`config.mk`:
```
export PLATFORM = sky130hd
export DESIGN_NAME = stm_adder_nbit_gen
export DESIGN_NICKNAME = d
export VERILOG_FILES = /design/src/rtl/stm_adder_nbit_gen.sv
export SDC_FILE = /design/constraint.sdc
export NUM_CORES = 1
export LEC_CHECK = 0
export BUFFER_PORTS_ARGS = -buffer_cell sky130_fd_sc_hd__buf_4
export CAP_MARGIN = 10
export CORE_ASPECT_RATIO = 0.8
export CORE_MARGIN = 2
export CORE_UTILIZATION = 61
export CTS_CLUSTER_DIAMETER = 80
export CTS_CLUSTER_SIZE = 28
export DETAILED_ROUTE_END_ITERATION = 7
export PLACE_DENSITY = 0.85
export SETUP_SLACK_MARGIN = 0.3
export SLEW_MARGIN = 20
export SYNTH_ARGS = -nofsm -noshare
export SYNTH_HDL_FRONTEND = slang
export SYNTH_SLANG_ARGS = --single-unit
export TNS_END_PERCENT = 100
```
`constraint.sdc`:
```
create_clock -name clk -period 5.8 [get_ports clk]
set_input_delay 1.16 -clock clk [delete_from_list [all_inputs] [get_ports clk]]
set_output_delay 1.16 -clock clk [all_outputs]
set_load 0.005 [all_outputs]
```
`src/rtl/stm_adder_nbit_gen.sv`:
```
// stm_adder_nbit_gen
// Clocked stimulus generator for N-bit adders. It issues (A, B, Cin) vectors
// in random, exhaustive, walking-one or corner mode, using a valid/ready
// handshake. Each run has a fixed vector budget, can be aborted, and ends
// with a one-cycle done pulse.
// All outputs are registered. The next vector is computed combinationally
// and captured on the same edge that accepts the current one.
module stm_adder_nbit_gen #(
  parameter int          WIDTH       = 8,
  parameter int          NUM_VECTORS = 256,
  parameter logic [31:0] SEED        = 32'h0000_0001
) (
  input  logic                               clk,
  input  logic                               rst_n,
  input  logic                               start,
  input  logic                               stop,
  input  logic [1:0]                         mode,
  input  logic                               ready,
  output logic [WIDTH-1:0]                   a_out,
  output logic [WIDTH-1:0]                   b_out,
  output logic                               cin_out,
  output logic                               valid,
  output logic                               busy,
  output logic                               done,
  output logic [$clog2(NUM_VECTORS+1)-1:0]   vec_count
);

  localparam int          VW       = 2 * WIDTH + 1;
  localparam int          CW       = $clog2(NUM_VECTORS + 1);
  localparam logic [31:0] SEED_EFF = (SEED == 32'h0000_0000) ? 32'h0000_0001 : SEED;

  typedef enum logic [1:0] {
    ST_IDLE = 2'd0,
    ST_RUN  = 2'd1,
    ST_DONE = 2'd2
  } state_t;

  state_t          state_r, state_s;
  logic [31:0]     lfsr_r, lfsr_s;
  logic [VW-1:0]   exh_r, exh_s;
  logic [1:0]      mode_r, mode_s;
  logic [CW-1:0]   cnt_r, cnt_s;
  logic [CW-1:0]   cnt_inc_s;
  logic            last_s;
  logic [VW-1:0]   vec_r, vec_s;
  logic            valid_r, valid_s;
  logic            busy_r, busy_s;
  logic            done_r, done_s;

  // One step of the 32-bit Galois LFSR (taps 32'h8020_0003).
  function automatic logic [31:0] lfsr_step(input logic [31:0] v);
    lfsr_step = {1'b0, v[31:1]} ^ (v[0] ? 32'h8020_0003 : 32'h0000_0000);
  endfunction

  // Builds the {cin, b, a} vector for a mode from the generator state that
  // applies to the vector being presented.
  function automatic logic [VW-1:0] make_vec(
    input logic [1:0]    m,
    input logic [VW-1:0] lfsr_bits,
    input logic [VW-1:0] exh,
    input logic [CW-1:0] cnt
  );
    logic [WIDTH-1:0] ones;
    logic [WIDTH-1:0] zero;
    logic [WIDTH-1:0] walk;
    logic [31:0]      cnt32;
    logic [31:0]      widx;
    ones  = '1;
    zero  = '0;
    cnt32 = 32'(cnt);
    widx  = cnt32 % 32'(WIDTH);
    for (int k = 0; k < WIDTH; k++) begin
      walk[k] = (32'(k) == widx);
    end
    case (m)
      2'd0: make_vec = lfsr_bits;
      2'd1: make_vec = exh;
      2'd2: make_vec = {1'b1, ~walk, walk};
      2'd3: begin
        case (cnt32[1:0])
          2'd0:    make_vec = {1'b0, zero, zero};
          2'd1:    make_vec = {1'b1, ones, ones};
          2'd2:    make_vec = {1'b1, zero, ones};
          2'd3:    make_vec = {1'b0, ones, zero};
          default: make_vec = '0;
        endcase
      end
      default: make_vec = '0;
    endcase
  endfunction

  // Accept bookkeeping: the incremented count and whether this accept ends the run.
  always_comb begin
    cnt_inc_s = cnt_r + CW'(1);
    if (cnt_inc_s == CW'(NUM_VECTORS)) begin
      last_s = 1'b1;
    end else begin
      last_s = 1'b0;
    end
  end

  // State register.
  always_ff @(posedge clk or negedge rst_n) begin
    if (!rst_n) begin
      state_r <= ST_IDLE;
    end else begin
      state_r <= state_s;
    end
  end

  // Next-state logic. In RUN, stop takes priority over an accept.
  always_comb begin
    state_s = state_r;
    case (state_r)
      ST_IDLE: begin
        if (start) begin
          state_s = ST_RUN;
        end else begin
          state_s = ST_IDLE;
        end
      end
      ST_RUN: begin
        if (stop) begin
          state_s = ST_IDLE;
        end else if (ready && last_s) begin
          state_s = ST_DONE;
        end else begin
          state_s = ST_RUN;
        end
      end
      ST_DONE: state_s = ST_IDLE;
      default: state_s = ST_IDLE;
    endcase
  end

  // Output and datapath next values. The vector registered here is the one
  // presented in the following cycle.
  always_comb begin
    lfsr_s  = lfsr_r;
    exh_s   = exh_r;
    mode_s  = mode_r;
    cnt_s   = cnt_r;
    vec_s   = vec_r;
    valid_s = valid_r;
    busy_s  = busy_r;
    done_s  = 1'b0;
    case (state_r)
      ST_IDLE: begin
        if (start) begin
          mode_s  = mode;
          cnt_s   = '0;
          lfsr_s  = SEED_EFF;
          exh_s   = '0;
          vec_s   = make_vec(mode, SEED_EFF[VW-1:0], '0, '0);
          valid_s = 1'b1;
          busy_s  = 1'b1;
        end else begin
          valid_s = 1'b0;
          busy_s  = 1'b0;
        end
      end
      ST_RUN: begin
        if (stop) begin
          vec_s   = '0;
          valid_s = 1'b0;
          busy_s  = 1'b0;
        end else if (ready) begin
          cnt_s  = cnt_inc_s;
          lfsr_s = lfsr_step(lfsr_r);
          exh_s  = exh_r + VW'(1);
          if (last_s) begin
            vec_s   = '0;
            valid_s = 1'b0;
            busy_s  = 1'b0;
            done_s  = 1'b1;
          end else begin
            vec_s   = make_vec(mode_r, lfsr_s[VW-1:0], exh_s, cnt_inc_s);
            valid_s = 1'b1;
            busy_s  = 1'b1;
          end
        end else begin
          valid_s = 1'b1;
          busy_s  = 1'b1;
        end
      end
      ST_DONE: begin
        vec_s   = '0;
        valid_s = 1'b0;
        busy_s  = 1'b0;
      end
      default: begin
        vec_s   = '0;
        valid_s = 1'b0;
        busy_s  = 1'b0;
      end
    endcase
  end

  // Datapath and output registers.
  always_ff @(posedge clk or negedge rst_n) begin
    if (!rst_n) begin
      lfsr_r  <= SEED_EFF;
      exh_r   <= '0;
      mode_r  <= 2'd0;
      cnt_r   <= '0;
      vec_r   <= '0;
      valid_r <= 1'b0;
      busy_r  <= 1'b0;
      done_r  <= 1'b0;
    end else begin
      lfsr_r  <= lfsr_s;
      exh_r   <= exh_s;
      mode_r  <= mode_s;
      cnt_r   <= cnt_s;
      vec_r   <= vec_s;
      valid_r <= valid_s;
      busy_r  <= busy_s;
      done_r  <= done_s;
    end
  end

  assign a_out     = vec_r[WIDTH-1:0];
  assign b_out     = vec_r[2*WIDTH-1:WIDTH];
  assign cin_out   = vec_r[2*WIDTH];
  assign valid     = valid_r;
  assign busy      = busy_r;
  assign done      = done_r;
  assign vec_count = cnt_r;

endmodule

```
# [Word level (Yosys, flattened, before mapping)]
# Index checks and enable logic that the tools add are counted.
[totals] ff_bits=81 inputBits=7 out_inout_bits=29 elab_cells=80
[classes] add_sub_neg=2 n_eq_ne=22 mux=35 n_bitwise=2 reduce_logical=11
[ops] operator="$pmux W17 S4" n=2
[ops] operator="$mux W32" n=4
[ops] operator="$mux W17" n=7
[ops] operator="$pmux W17 S2" n=2
[ops] operator="$pmux W32 S2" n=1
[ops] operator="$pmux W17 S3" n=1
[ops] operator="$logic_not A32 Y1" n=1
[ops] operator="$xor A31 B32 Y32" n=1
[ops] operator="$mux W9" n=3
[ops] operator="$pmux W9 S2" n=1
[ops] operator="$add A17 B1 Y17 const B" n=1
[ops] operator="$eq A2 B2 Y1 const B" n=6
[ops] operator="$eq A3 B3 Y1 const A" n=4
[ops] operator="$mux W1" n=10
[ops] operator="$add A9 B1 Y9 const B" n=1
[ops] operator="$eq A9 B9 Y1 const B" n=1
[ops] operator="$eq A2 B1 Y1 const B" n=4
[ops] operator="$logic_not A2 Y1" n=4
[ops] operator="$not A8 Y8" n=1
[ops] operator="$eq A2 B3 Y1 const A" n=2
[ops] operator="$ne A2 B2 Y1 const B" n=3
[ops] operator="$mux W2" n=2
[ops] operator="$pmux W2 S2" n=1
[ops] operator="$reduce_and A2 Y1" n=2
[ops] operator="other kinds (7)" n=7

# [Logic depth before layout (Yosys ltp)]
[depth] word_depth=8 mapped_depth=8 depth_no_buf=7

# [Worst setup path before layout]
# Ideal clock, no wire load.
[synth_path] kind="input to register" from="input port stop" to="register lfsr_r[16]" setup_time_ns=0.121 arrival_time_ns=2.191 t_required_ns=5.679 path_slack_ns=3.488 stages=5 n_path_buf=2 path_cell_list="nor4b_2 nor3b_2 buf_2 buf_2 a22o_1"
[synth_via] elab_chain_cells=2
[synth_lines] item="start, declared" line_no="16" rtl="input logic stop,"
[synth_lines] item="$ne A2 B2 Y1 (no source line)"
[synth_lines] item="$reduce_and A4 Y1 (no source line)"
[synth_lines] item="end signal, assigned" line_no="211" rtl="lfsr_r <= lfsr_s;"
[synth_lines] item="end, declared" line_no="39" rtl="logic [31:0] lfsr_r, lfsr_s;"
# No other way between the ends.
# A chain may end at the register's enable or synchronous reset.

# [Worst setup path in the final report]
[layout_path] from="input port stop" to="register vec_r[5]"
[layout_via] elab_chain_cells=2
[layout_lines] item="$mux W17 or $ne A3 B3 Y1 (tied branches)"
[layout_lines] item="$pmux W17 S2 or $reduce_and A2 Y1 (tied branches)"
[layout_lines] item="end signal, assigned" line_no="215" rtl="vec_r <= vec_s;"
[layout_lines] item="end, declared" line_no="45" rtl="logic [VW-1:0] vec_r, vec_s;"
# Several ways; a longest one is shown, not always the timed one.

==> results.md <==
* Slew headroom at 48.7%
* Setup crit end kind: register
* Cell area after synthesis at 4270 sq um
* Initial core utilization at 62.5%
* Area growth, synth to finish at 10.2%
* Most area-hungry cell type in the Yosys netlist: dfrtp_1
* N_diodes at 0
* RSZ-0062 raised after global routing: false
* Critical path cell sequence: buf_4 > nor3b_2 > nor3b_4 > buf_4 > a21oi_1 > o31ai_1
* Total Power at 1.41 mW
* Final cell count without fillers at 555
* Most frequent CP cell: buf_4
* Worst-case vdd ir drop at 121 uV
* Total Routing Usage GR at 27.9%
* Worst Tran Pin Value at 0.769 ns
* Flops & latches, synth at 81
* Final Cell Area at 4700 sq um
* Slowest-stage cell, CP: buf_4
* Setup TNS at 0 ns
* GRT overflow at 0
* Crit path launch type: primary input
* Number of buffers and inverters on the critical path at 2
* Sequential fraction of the synthesis area at 47.6%
* Max cap viols at 0
* Shortest period the worst path allows at 2.67 ns
* Die area at 7680 sq um
* Max incr delay on CP at 0.47 ns
* CTS tree: done
* Count of final hold-check violations at 0
* Final Cycle Share at 46.0%
* Avg WL per Cell at 18.6 um
* CP top delay family: buffers and inverters
* Post-cts resize count at 0
* Worst Path Max Fanout at 49
* Die outline height at 78.8 um
* Synth cell types at 56
* Initial drt markers at 371
* Final WL at 10300 um
* Final hold slack at 0.482 ns
* Largest net degree at the start of global routing at 82
* Area share of the largest cell type after synthesis at 46.9%
* Root buffer cell: clkbuf_8
* Worst-path clk slew at 0.08 ns
* Largest cells by area after synthesis: dfrtp_1 47%, a22o_1 6.6%, nor2_1 4.2%
* Post-route ant nets at 0
* DP Cell Count at 539
* H-tree levels at 3
* Cts hold-fix bufs at 0
* Die Wd at 97.5 um
* Nets at 476
* Post-Syn Nets at 459
* Core Rows at 27
* EDFF count, synth at 0
* DRC at 0
* Req. time, crit path at 6.07 ns
* First-pass GRT wire length at 16900 um
* Slew Limit Fails at 0
* PwrDens at 299 nW/um^2
* Initial antenna violation count at 0
* Core area at 6820 sq um
* Post-CTS repair timing setup buffer count at 0
* YS warnings at 0
* Mean post-synth cell area at 9.56 sq um
* Detailed Place HPWL at 6970 um
* Top FF cell, synth: dfrtp_1
* Setup-failing EPs final at 0
* Worst setup path category: primary input to register
* Vias per inst at 6.54
* Detailed Routing Iterations Pass 1 at 5
* Share of layout cells above drive strength 1 at 15.4%
* Leak at 2.13 nW
* DP Area at 4520 sq um
* Crit path DAT at 2.94 ns
* Num CTS Buffers at 9
* Worst skew pair latency at 0.37 ns
* Hold Path Class: register to register
* # IOs at 36
* Maximum operating frequency at 0.375 GHz
* Status: finished, final reports clean
* Fillers at 518
* Port bufs at 35
* Asr flop ratio synth at 100%
* Vias in the first global route at 3228
* Max Clock Skew at 0.0125 ns
* Routability cong. at 0.930
* Total clock sinks at 81
* Clock buffer depth at 2
* Mapped Cells at 446
* Via count at 3628
## worst reg2reg max path, stage by stage, from the launching register on
cell     delay, ns
dfrtp_1       0.65
inv_1         0.18
ha_1          0.38
xor2_1        0.20
o21ai_1       0.56
o22ai_1       0.17
mux2_2        0.31
o21ai_1       0.12
## layout by cell type, fill, tap and decap left out, types with 3 or more instances in the layout
cell type   n
dfrtp_1    80
nor2_1     48
nand2_1    43
buf_4      37
o21ai_0    34
a22o_1     32
o21ai_1    19
nand3_1    12
xor2_1     12
a31oi_1    11
a21oi_1    10
o31ai_1    10
clkbuf_8   10
o22ai_1     9
nand4_1     8
xnor2_1     6
or3_1       6
ha_1        6
inv_1       5
or2_1       4
nor3_1      4
nand2b_1    4
a221oi_1    4
and2_1      3
a21o_1      3
nor4_4      3
nor2b_1     3
mux2_2      3
## report_power, final
group,switching [mW],internal (mW)
logic,0.193,0.146
clock network,0.216,0.168
registers,0.0658,0.617
## registers in the layout, indices dropped and copies added, names as in the netlist
register,cells
exh_r,17
vec_count,9
vec_r,17
state_r,2
busy,1
lfsr_r,32
mode_r,2
done,1
## routing by layer
| metal | GRT usage [%] | part of all wire (%) |
|---|---|---|
| met3 | 5.63 | 6.5 |
| met4 | 7.22 | 1.1 |
| met5 | 0 | 0 |
| met2 | 41.3 | 44 |
| met1 | 42.3 | 48 |
## synthesized netlist by cell type, types with 3 or more instances
cell and instances:
a21o_1 3, a21oi_1 10, a221oi_1 4, a22o_1 32, a31oi_1 11, and2_1 3
buf_2 10, clkbuf_1 17, dfrtp_1 80, ha_1 6, inv_1 5, mux2_2 3
nand2_1 43, nand2b_1 4, nand3_1 12, nand4_1 8, nor2_1 48, nor2b_1 3
nor3_1 4, nor4_4 3, o21ai_0 34, o21ai_1 19, o22ai_1 9, o31ai_1 10
or2_1 4, or3_1 6, xnor2_1 6, xor2_1 12
## cells by family (layout without fill, tap and decap cells)
kind of cell / count (synthesis) / in the layout / synth area share, %
adder cells (fa/ha/maj): 6 / 6 / 1.76
AO/OA/AOI/OAI: 148 / 148 / 23.4
flip-flops: 81 / 81 / 47.6
XOR/XNOR: 18 / 18 / 3.70
buffers and inverters: 37 / 59 / 3.90
multiplexers: 3 / 3 / 0.792
AND/OR/NAND/NOR: 153 / 153 / 18.9
## per-stage QoR
| step | setup WS, ns | util (%) |
|---|---|---|
| global route | 2.98 | 68.9 |
| detailed placement | 2.76 | 66.2 |
| floorplan | 3.49 | - |
| CTS | 3.14 | 68.8 |
| finish | 3.13 | 68.9 |
| global placement | 2.87 | 66.2 |
## final timing paths
path	from	to	slack, ns	depth (start not counted)
worst max-delay path	stop	vec_r[5]	3.13	6
min in group asynchronous	rst_n	done	0.78	1
max in group asynchronous	rst_n	lfsr_r[23]	4.43	1
worst max register to register	vec_count[0]	vec_r[2]	3.16	7
worst min-delay path	vec_r[5]	vec_r[5]	0.48	2
worst min register to register	vec_r[5]	vec_r[5]	0.48	2
## area by class of cell
class                      count  area, sq um  share of cell area (%)
inverter                       5         18.8                   0.399
tap                           87          109                    2.32
multi-input combinational    328         2080                    44.2
clock inverter                 6         42.5                   0.905
sequential                    81         2030                    43.1
clock buffer                  10          138                    2.93
timing repair buffer          38          289                    6.15
Note: power is estimated with default switching activity, not from simulation.
